[src/rtl/mem_pkg.sv]
// ============================================================================
// Module      : mem_pkg
// Description : Shared types and constants for the RAM port arbiter.
// Revision    : 1.0 - initial release
// ============================================================================
`default_nettype none

package mem_pkg;

  // Sequencer states
  typedef enum logic [1:0] {
    IDLE     = 2'd0,
    ACCESS   = 2'd1,
    COMPLETE = 2'd2
  } state_e;

  // Requester identifiers
  localparam logic REQ_F = 1'b0;
  localparam logic REQ_D = 1'b1;

  // RAM access type
  localparam logic TYPE_FETCH = 1'b1;
  localparam logic TYPE_DATA  = 1'b0;

endpackage

`default_nettype wire

[src/rtl/rr_arbiter2.sv]
// ============================================================================
// Module      : rr_arbiter2
// Description : Two-way round-robin chooser. On a tie, the requester not
//               served last wins. 'last' is updated by a strobe.
// Revision    : 1.0 - initial release
// ============================================================================
`default_nettype none

module rr_arbiter2
  import mem_pkg::*;
(
  input  logic Clk,
  input  logic Clr_n,
  input  logic req_f_i,
  input  logic req_d_i,
  input  logic update_i,
  input  logic served_i,
  output logic gnt_valid_o,
  output logic gnt_id_o
);

  logic last_q;

  // Remember who was served most recently; resets to D so the first tie goes to F
  always_ff @(posedge Clk or negedge Clr_n) begin
    if (!Clr_n) begin
      last_q <= REQ_D;
    end else if (update_i) begin
      last_q <= served_i;
    end
  end

  // Pick the winner: sole requester, or the one not served last on a tie
  always_comb begin
    gnt_valid_o = req_f_i | req_d_i;
    gnt_id_o    = REQ_F;
    if (req_f_i && req_d_i) begin
      gnt_id_o = ~last_q;
    end else if (req_d_i) begin
      gnt_id_o = REQ_D;
    end
  end

endmodule

`default_nettype wire

[src/rtl/mem_port_arbiter.sv]
// ============================================================================
// Module      : mem_port_arbiter
// Description : Shares the single ram256x32 port between the fetch (F) and
//               load/store (D) requesters. Drives the registered RAM-side
//               strobes, waits for MOC with a timeout, and returns a
//               one-cycle Ack (plus Err on timeout) with registered RData.
// Revision    : 1.0 - initial release
// ============================================================================
`default_nettype none

module mem_port_arbiter
  import mem_pkg::*;
#(
  parameter int unsigned TIMEOUT = 15
) (
  input  logic        Clk,
  input  logic        Clr_n,
  input  logic        F_Req,
  input  logic [31:0] F_Addr,
  output logic        F_Ack,
  input  logic        D_Req,
  input  logic        D_Write,
  input  logic [31:0] D_Addr,
  input  logic [31:0] D_WData,
  input  logic [31:0] D_IR,
  output logic        D_Ack,
  output logic        Err,
  output logic [31:0] RData,
  output logic        MOV,
  output logic        ReadWrite,
  output logic        Type,
  output logic [31:0] Address,
  output logic [31:0] DataIn,
  output logic [31:0] IR,
  input  logic        MOC,
  input  logic [31:0] DataOut
);

  localparam logic [7:0] TO_LIMIT = 8'(TIMEOUT);

  state_e      state_q, state_d;
  logic [7:0]  cnt_q, cnt_d;
  logic        gnt_q, gnt_d;
  logic        tofl_q, tofl_d;
  logic        mov_q, mov_d;
  logic        rw_q, rw_d;
  logic        type_q, type_d;
  logic [31:0] addr_q, addr_d;
  logic [31:0] wdata_q, wdata_d;
  logic [31:0] ir_q, ir_d;
  logic [31:0] rdata_q, rdata_d;
  logic        fack_q, fack_d;
  logic        dack_q, dack_d;
  logic        err_q, err_d;

  logic        arb_valid;
  logic        arb_id;
  logic        arb_update;

  rr_arbiter2 u_arb (
    .Clk         (Clk),
    .Clr_n       (Clr_n),
    .req_f_i     (F_Req),
    .req_d_i     (D_Req),
    .update_i    (arb_update),
    .served_i    (gnt_q),
    .gnt_valid_o (arb_valid),
    .gnt_id_o    (arb_id)
  );

  // State and all registered outputs; reset drops MOV without a clock edge
  always_ff @(posedge Clk or negedge Clr_n) begin
    if (!Clr_n) begin
      state_q <= IDLE;
      cnt_q   <= 8'd0;
      gnt_q   <= REQ_F;
      tofl_q  <= 1'b0;
      mov_q   <= 1'b0;
      rw_q    <= 1'b1;
      type_q  <= TYPE_DATA;
      addr_q  <= 32'd0;
      wdata_q <= 32'd0;
      ir_q    <= 32'd0;
      rdata_q <= 32'd0;
      fack_q  <= 1'b0;
      dack_q  <= 1'b0;
      err_q   <= 1'b0;
    end else begin
      state_q <= state_d;
      cnt_q   <= cnt_d;
      gnt_q   <= gnt_d;
      tofl_q  <= tofl_d;
      mov_q   <= mov_d;
      rw_q    <= rw_d;
      type_q  <= type_d;
      addr_q  <= addr_d;
      wdata_q <= wdata_d;
      ir_q    <= ir_d;
      rdata_q <= rdata_d;
      fack_q  <= fack_d;
      dack_q  <= dack_d;
      err_q   <= err_d;
    end
  end

  // Next-state and output decode for the IDLE/ACCESS/COMPLETE sequencer
  always_comb begin
    state_d    = state_q;
    cnt_d      = cnt_q;
    gnt_d      = gnt_q;
    tofl_d     = tofl_q;
    mov_d      = mov_q;
    rw_d       = rw_q;
    type_d     = type_q;
    addr_d     = addr_q;
    wdata_d    = wdata_q;
    ir_d       = ir_q;
    rdata_d    = rdata_q;
    fack_d     = 1'b0;
    dack_d     = 1'b0;
    err_d      = 1'b0;
    arb_update = 1'b0;

    case (state_q)
      IDLE: begin
        mov_d = 1'b0;
        // During the Ack cycle the served requester still holds Req; it only
        // counts as a new request one cycle later, which also enforces the
        // mandatory MOV-low gap before the next access.
        if (arb_valid && !(fack_q || dack_q)) begin
          gnt_d   = arb_id;
          cnt_d   = 8'd0;
          tofl_d  = 1'b0;
          mov_d   = 1'b1;
          state_d = ACCESS;
          if (arb_id == REQ_F) begin
            type_d  = TYPE_FETCH;
            rw_d    = 1'b1;
            addr_d  = F_Addr;
            ir_d    = 32'd0;
            wdata_d = 32'd0;
          end else begin
            type_d  = TYPE_DATA;
            rw_d    = ~D_Write;
            addr_d  = D_Addr;
            ir_d    = D_IR;
            wdata_d = D_WData;
          end
        end
      end

      ACCESS: begin
        if (MOC) begin
          if (rw_q) begin
            rdata_d = DataOut;
          end
          mov_d   = 1'b0;
          state_d = COMPLETE;
        end else if (cnt_q == TO_LIMIT) begin
          tofl_d  = 1'b1;
          rdata_d = 32'd0;
          mov_d   = 1'b0;
          state_d = COMPLETE;
        end else begin
          cnt_d = cnt_q + 8'd1;
        end
      end

      COMPLETE: begin
        mov_d      = 1'b0;
        fack_d     = (gnt_q == REQ_F);
        dack_d     = (gnt_q == REQ_D);
        err_d      = tofl_q;
        arb_update = 1'b1;
        cnt_d      = 8'd0;
        state_d    = IDLE;
      end

      default: begin
        mov_d   = 1'b0;
        state_d = IDLE;
      end
    endcase
  end

  assign MOV       = mov_q;
  assign ReadWrite = rw_q;
  assign Type      = type_q;
  assign Address   = addr_q;
  assign DataIn    = wdata_q;
  assign IR        = ir_q;
  assign RData     = rdata_q;
  assign F_Ack     = fack_q;
  assign D_Ack     = dack_q;
  assign Err       = err_q;

endmodule

`default_nettype wire

[config.mk]
export PLATFORM = sky130hd
export DESIGN_NAME = mem_port_arbiter
export DESIGN_NICKNAME = d
export VERILOG_FILES = /design/src/rtl/mem_pkg.sv /design/src/rtl/rr_arbiter2.sv /design/src/rtl/mem_port_arbiter.sv
export SDC_FILE = /design/constraint.sdc
export NUM_CORES = 1
export LEC_CHECK = 0
export ABC_AREA = 1
export CORE_ASPECT_RATIO = 2
export CORE_UTILIZATION = 40
export DETAILED_ROUTE_END_ITERATION = 16
export PLACE_DENSITY = 0.85
export SYNTH_ARGS = -nofsm -noshare
export SYNTH_HDL_FRONTEND = slang
export SYNTH_HIERARCHICAL = 1
export SYNTH_SLANG_ARGS = --single-unit
[constraint.sdc]
create_clock -name Clk -period 1.6 [get_ports Clk]
set_input_delay 0.32 -clock Clk [delete_from_list [all_inputs] [get_ports Clk]]
set_output_delay 0.32 -clock Clk [all_outputs]
set_load 0.02 [all_outputs]
## Word level (Yosys, flattened, before mapping)

Cells that the tools add are included.

- Bits in writable memories: 0
- Memories: 0
- Logic and storage cells: 72
- Output and inout port bits: 134
- Input bits: 166
- Bits in latches: 0
- Bits in read-only memories: 0
- Flip-flop bits (word level): 147

- Add/sub/neg operators: 1
- Order comparisons: 0
- Muxes and demuxes: 30
- Reduce and logical (&&, ||, !) cells: 13
- Divide/modulo/power cells: 0
- $mul: 0
- Shift operators: 0
- Equal/unequal tests: 9
- Bitwise logic cells: 4

Operators with widths:

| operator | count |
|---|---|
| 32-bit 2-to-1 mux | 6 |
| 8-bit 2-to-1 mux | 3 |
| 8-bit case mux with 3 select lines | 1 |
| 1-bit 2-to-1 mux | 14 |
| 8-bit by 1-bit adder with 8-bit output, second input constant | 1 |
| 8-bit by 4-bit == test with 1-bit output, second input constant | 1 |
| 2-bit inequality test, second input constant | 4 |
| 4-bit AND reduction | 2 |
| 2-bit 2-to-1 mux | 3 |
| 1-bit case mux with 2 select lines | 2 |
| 2-bit case mux with 2 select lines | 1 |
| 2-bit AND reduction | 2 |
| 2-bit nonzero test | 2 |
| 3-bit inequality test, second input constant | 1 |
| 1-bit inverter | 3 |
| 3-bit AND reduction | 1 |
| 3-bit nonzero test | 1 |
| 2-bit by 1-bit == test with 1-bit output, second input constant | 1 |
| 2-bit == test, second input constant | 1 |
| 1-bit logical AND | 2 |
| 2-bit logical NOT | 1 |
| 2-bit by 1-bit inequality test with 1-bit output, second input constant | 1 |
| 1-bit logical NOT | 1 |
| 1-bit logical OR | 1 |
| 1-bit OR | 1 |

## Longest topological paths before layout

- Depth in word-level cells: 5
- Mapped depth: 8
- Mapped depth without buffers: 8

## Hierarchy

The synthesis kept the hierarchy.

Modules (own cells, without submodules):

| module | cells an instance | area an instance (µm²) | times used | seq. area each (µm²) |
|---|---|---|---|---|
| mem_port_arbiter | 571 | 5778.0 | 1 | 3654.8 |
| rr_arbiter2 | 8 | 56.3 | 1 | 26.3 |

## Least setup slack after synthesis

Ideal clock, no wire load.

- Path kind: register to register
- Start point: register dack_q (netlist: D_Ack)
- End point: register wdata_q[0] (netlist: DataIn[0])
- Data arrival time: 1.328 ns
- Cell stages (with the launch flop): 6
- Data required time: 1.479 ns
- Library setup time: 0.121 ns
- Clock period less this slack: 1.449 ns
- Path slack: 0.151 ns
- Buffers on the path: 2
- Path through: dfrtp_1 -> nor2_1 -> nand3_2 -> buf_4 -> buf_2 -> a22o_1

- Cells in the longest elaborated chain, start to end: 4

RTL lines:

| item | line | RTL |
|---|---|---|
| from (decl) | mem_port_arbiter.sv:53 | `logic dack_q, dack_d;` |
| from (signal assigned) | mem_port_arbiter.sv:101 | `dack_q <= dack_d;` |
| 1-bit logical OR | mem_port_arbiter.sv:130 | `if (arb_valid && !(fack_q \|\| dack_q)) begin` |
| 1-bit logical NOT | mem_port_arbiter.sv:130 |  |
| 1-bit logical AND | mem_port_arbiter.sv:130 |  |
| 2-bit AND reduction (no line) | - |  |
| to (signal assigned) | mem_port_arbiter.sv:97 | `wdata_q <= wdata_d;` |
| to (decl) | mem_port_arbiter.sv:49 | `logic [31:0] wdata_q, wdata_d;` |

Every way passes these cells.
A chain may end at the register's enable or synchronous reset.

## Worst setup path in the final report

- Start point: register rw_q (netlist: ReadWrite)
- End point: output port ReadWrite

RTL lines:

| item | line | RTL |
|---|---|---|
| from (decl) | mem_port_arbiter.sv:46 | `logic rw_q, rw_d;` |
| from (signal assigned) | mem_port_arbiter.sv:94 | `rw_q <= rw_d;` |
| to (decl) | mem_port_arbiter.sv:30 | `output logic ReadWrite,` |

No word-level cell between the ends.

==> run metrics <==
Worst setup SP type flop; clk sinks 147; RSZ-0062 raised after global routing yes; Synth top area share 62.2%; Layout area overhead 65.5%; IO Port Bufs 299; VDD IR-drop max 1.15 mV; Vias 5549; total nets after synthesis 746; crit path DAT 1210 ps; gr usage total 25.8%; non-filler cells, final 1094; synth top area cells dfrtp_1 62%, nand2_1 13%, a22o_1 9.6%; sequential share of the synthesized area 63.1%; dpl hpwl 13500 um; DR pass1 iterations 5; post-route cell area 0.00965 mm^2; Final Critical Period 1530 ps; largest net degree at the start of global routing 54; fin crit share 95.6%; Syn Area/Cell 10.1 um^2; H-tree Lvls 4; Synth Register Bits 147; Longest Clk Path Bufs 2; Crit Path Class flop to output port; placed inst area 0.00917 mm^2; initial antenna violation count 1; synth unique cells 24; final-report hold violation count 0; Via density 5.07; io pins 300; Cells after Synth 579; Post-DRT Antenna Nets 0; fraction of layout cells with a size suffix above 1 8.10%; Hold/Removal Path Class primary input to asynchronous set/reset pin; Placed Cells 1056; Final Skew 6.33 ps; global placer's final weighted congestion 0.851; Fmax achieved 0.654 GHz; total congestion overflow 0; main flop type after synthesis dfrtp_1; normalized max-slew margin 76.4%; fin. max-slew vios 0; Iter 0 DRT Violations 337; static leakage 4.85 nW; post-DR wirelength/cell 17.4 um; crit end category output port; CP max stage cell dfstp_2; CP top delay family flip-flops; Setup-failing EPs final 0; Post-synth EDFFs 0; Core Rows 62; max cap viols 0; Die Y 173 um; hold_ws 311 ps; max incr delay on CP 520 ps; worst-skew pair later-pin latency 420 ps; CTS tree done; vias in the first global route 5573; Pwr Total 18.4 mW; most frequent cells in the layout 202 x nand2_1, 164 x clkdlybuf4s50_1, 145 x dfrtp_1; pwr dens 1910 mW/mm^2; DRT Wirelength 19100 um; effective utilization at floorplan 40.9%; drt drc 0; outcome completed; Syn. warnings 6; CTS buffer count 17; Chip Width 87.4 um; Cell Chain, Critical Path clkdlybuf4s15_2; most common cell after layout, fill and taps aside nand2_1; Core Footprint 0.0143 mm^2; CTS Root Cell clkbuf_16; Total Nets Final 1055; Worst-Margin Slew 355 ps; die area 0.0151 mm^2; Critical Path Fanout Max 2; fraction of registers with async set or reset after synthesis 100%; first-pass GRT wire length 29500 um; synthesized cell area 0.00583 mm^2; leading area contributor after synthesis dfrtp_1; CP Buf/Inv Count 1; Critical Path RT 1280 ps; clock slew at reported path FFs 70 ps
timing repair:
action | in CTS | in global routing
hold buffers | 1 | 0
cloned | 0 | 2
pin swaps | 0 | 2
setup buffers | 0 | 2
endpoints found under the hold margin | 18 | 0
setup endpoints to repair | 134 | 46
resized for setup | 136 | 6
final timing paths:
kind	start	end	slack (ps)	cells past startpoint
worst max-delay path	ReadWrite	ReadWrite	70	1
worst min-delay path	Clr_n	DataIn[29]	310	2
worst max register to register	cnt_q[1]	RData[4]	70	7
worst min register to register	u_arb/last_q	u_arb/last_q	460	2
max in group asynchronous	Clr_n	ReadWrite	700	3
min in group Clk	D_Write	ReadWrite	440	2
kinds of logic (layout without fill, tap and decap cells):
group                    count (synthesis)  after routing  synth area share, %
other                                    0              1                    0
buffers and inverters                   49            371                 3.92
flip-flops                             147            147                 63.1
adder cells (fa/ha/maj)                  1              1                0.214
AND/OR/NAND/NOR                        273            273                 19.2
AO/OA/AOI/OAI                          108            108                 13.5
XOR/XNOR                                 1              1                0.150
per-layer routing:
metal  up-vias  wire length (um)  global-route usage (%)  share of wire, %
met4         0               977                    15.2               5.1
met1      2642              6450                    26.6                34
met5         -                 0                       0                 0
li1       2561                 -                       -                 -
met3        57              1820                    9.07               9.5
met2       289              9810                    43.8                51
power breakdown:
part | switching (mW) | leakage [nW] | internal, mW
logic | 4.93 | 2.67 | 3.47
registers | 0.933 | 1.91 | 5.36
clock network | 1.67 | 0.267 | 2.07
total | 7.54 | 4.85 | 10.9
synthesized netlist by cell type, types with 2 or more instances:
library cell,count
nand3_1,40
buf_4,5
nor2_2,2
buf_2,21
nor2_1,21
a21oi_1,4
nand3_2,3
nand2_2,2
dfrtp_1,145
clkbuf_1,8
a22o_1,64
nand2_1,202
inv_1,14
o21ai_1,33
o21ai_0,5
dfstp_2,2
state kept, by name (all words and copies together) (netlist names):
register and cells:
MOV 1, gnt_q 1, state_q 2, u_arb/last_q 1, F_Ack 1, DataIn 32
IR 32, cnt_q 8, ReadWrite 1, tofl_q 1, Err 1, D_Ack 1
Address 32, Type 1, RData 32
through the flow:
stage	setup TNS, ps	setup slack [ps]	util, %
2_1_floorplan	0	151	-
3_3_place_gp	-17680	-199	64.2
3_5_place_dp	-22340	-250	64.2
4_1_cts	0	25.2	67.0
5_1_grt	-91.2	-13.6	67.6
6_report	0	70.7	67.6
layout make-up:
type | count | area [um^2]
tap | 192 | 240
multi-input combinational | 383 | 1950
fill | 1145 | 4620
clock buffer | 18 | 439
timing repair buffer | 324 | 3170
clock inverter | 14 | 118
inverter | 15 | 56.3
antenna | 1 | 2.50
sequential | 147 | 3680
No activity file was read; power rests on OpenSTA's default activity.
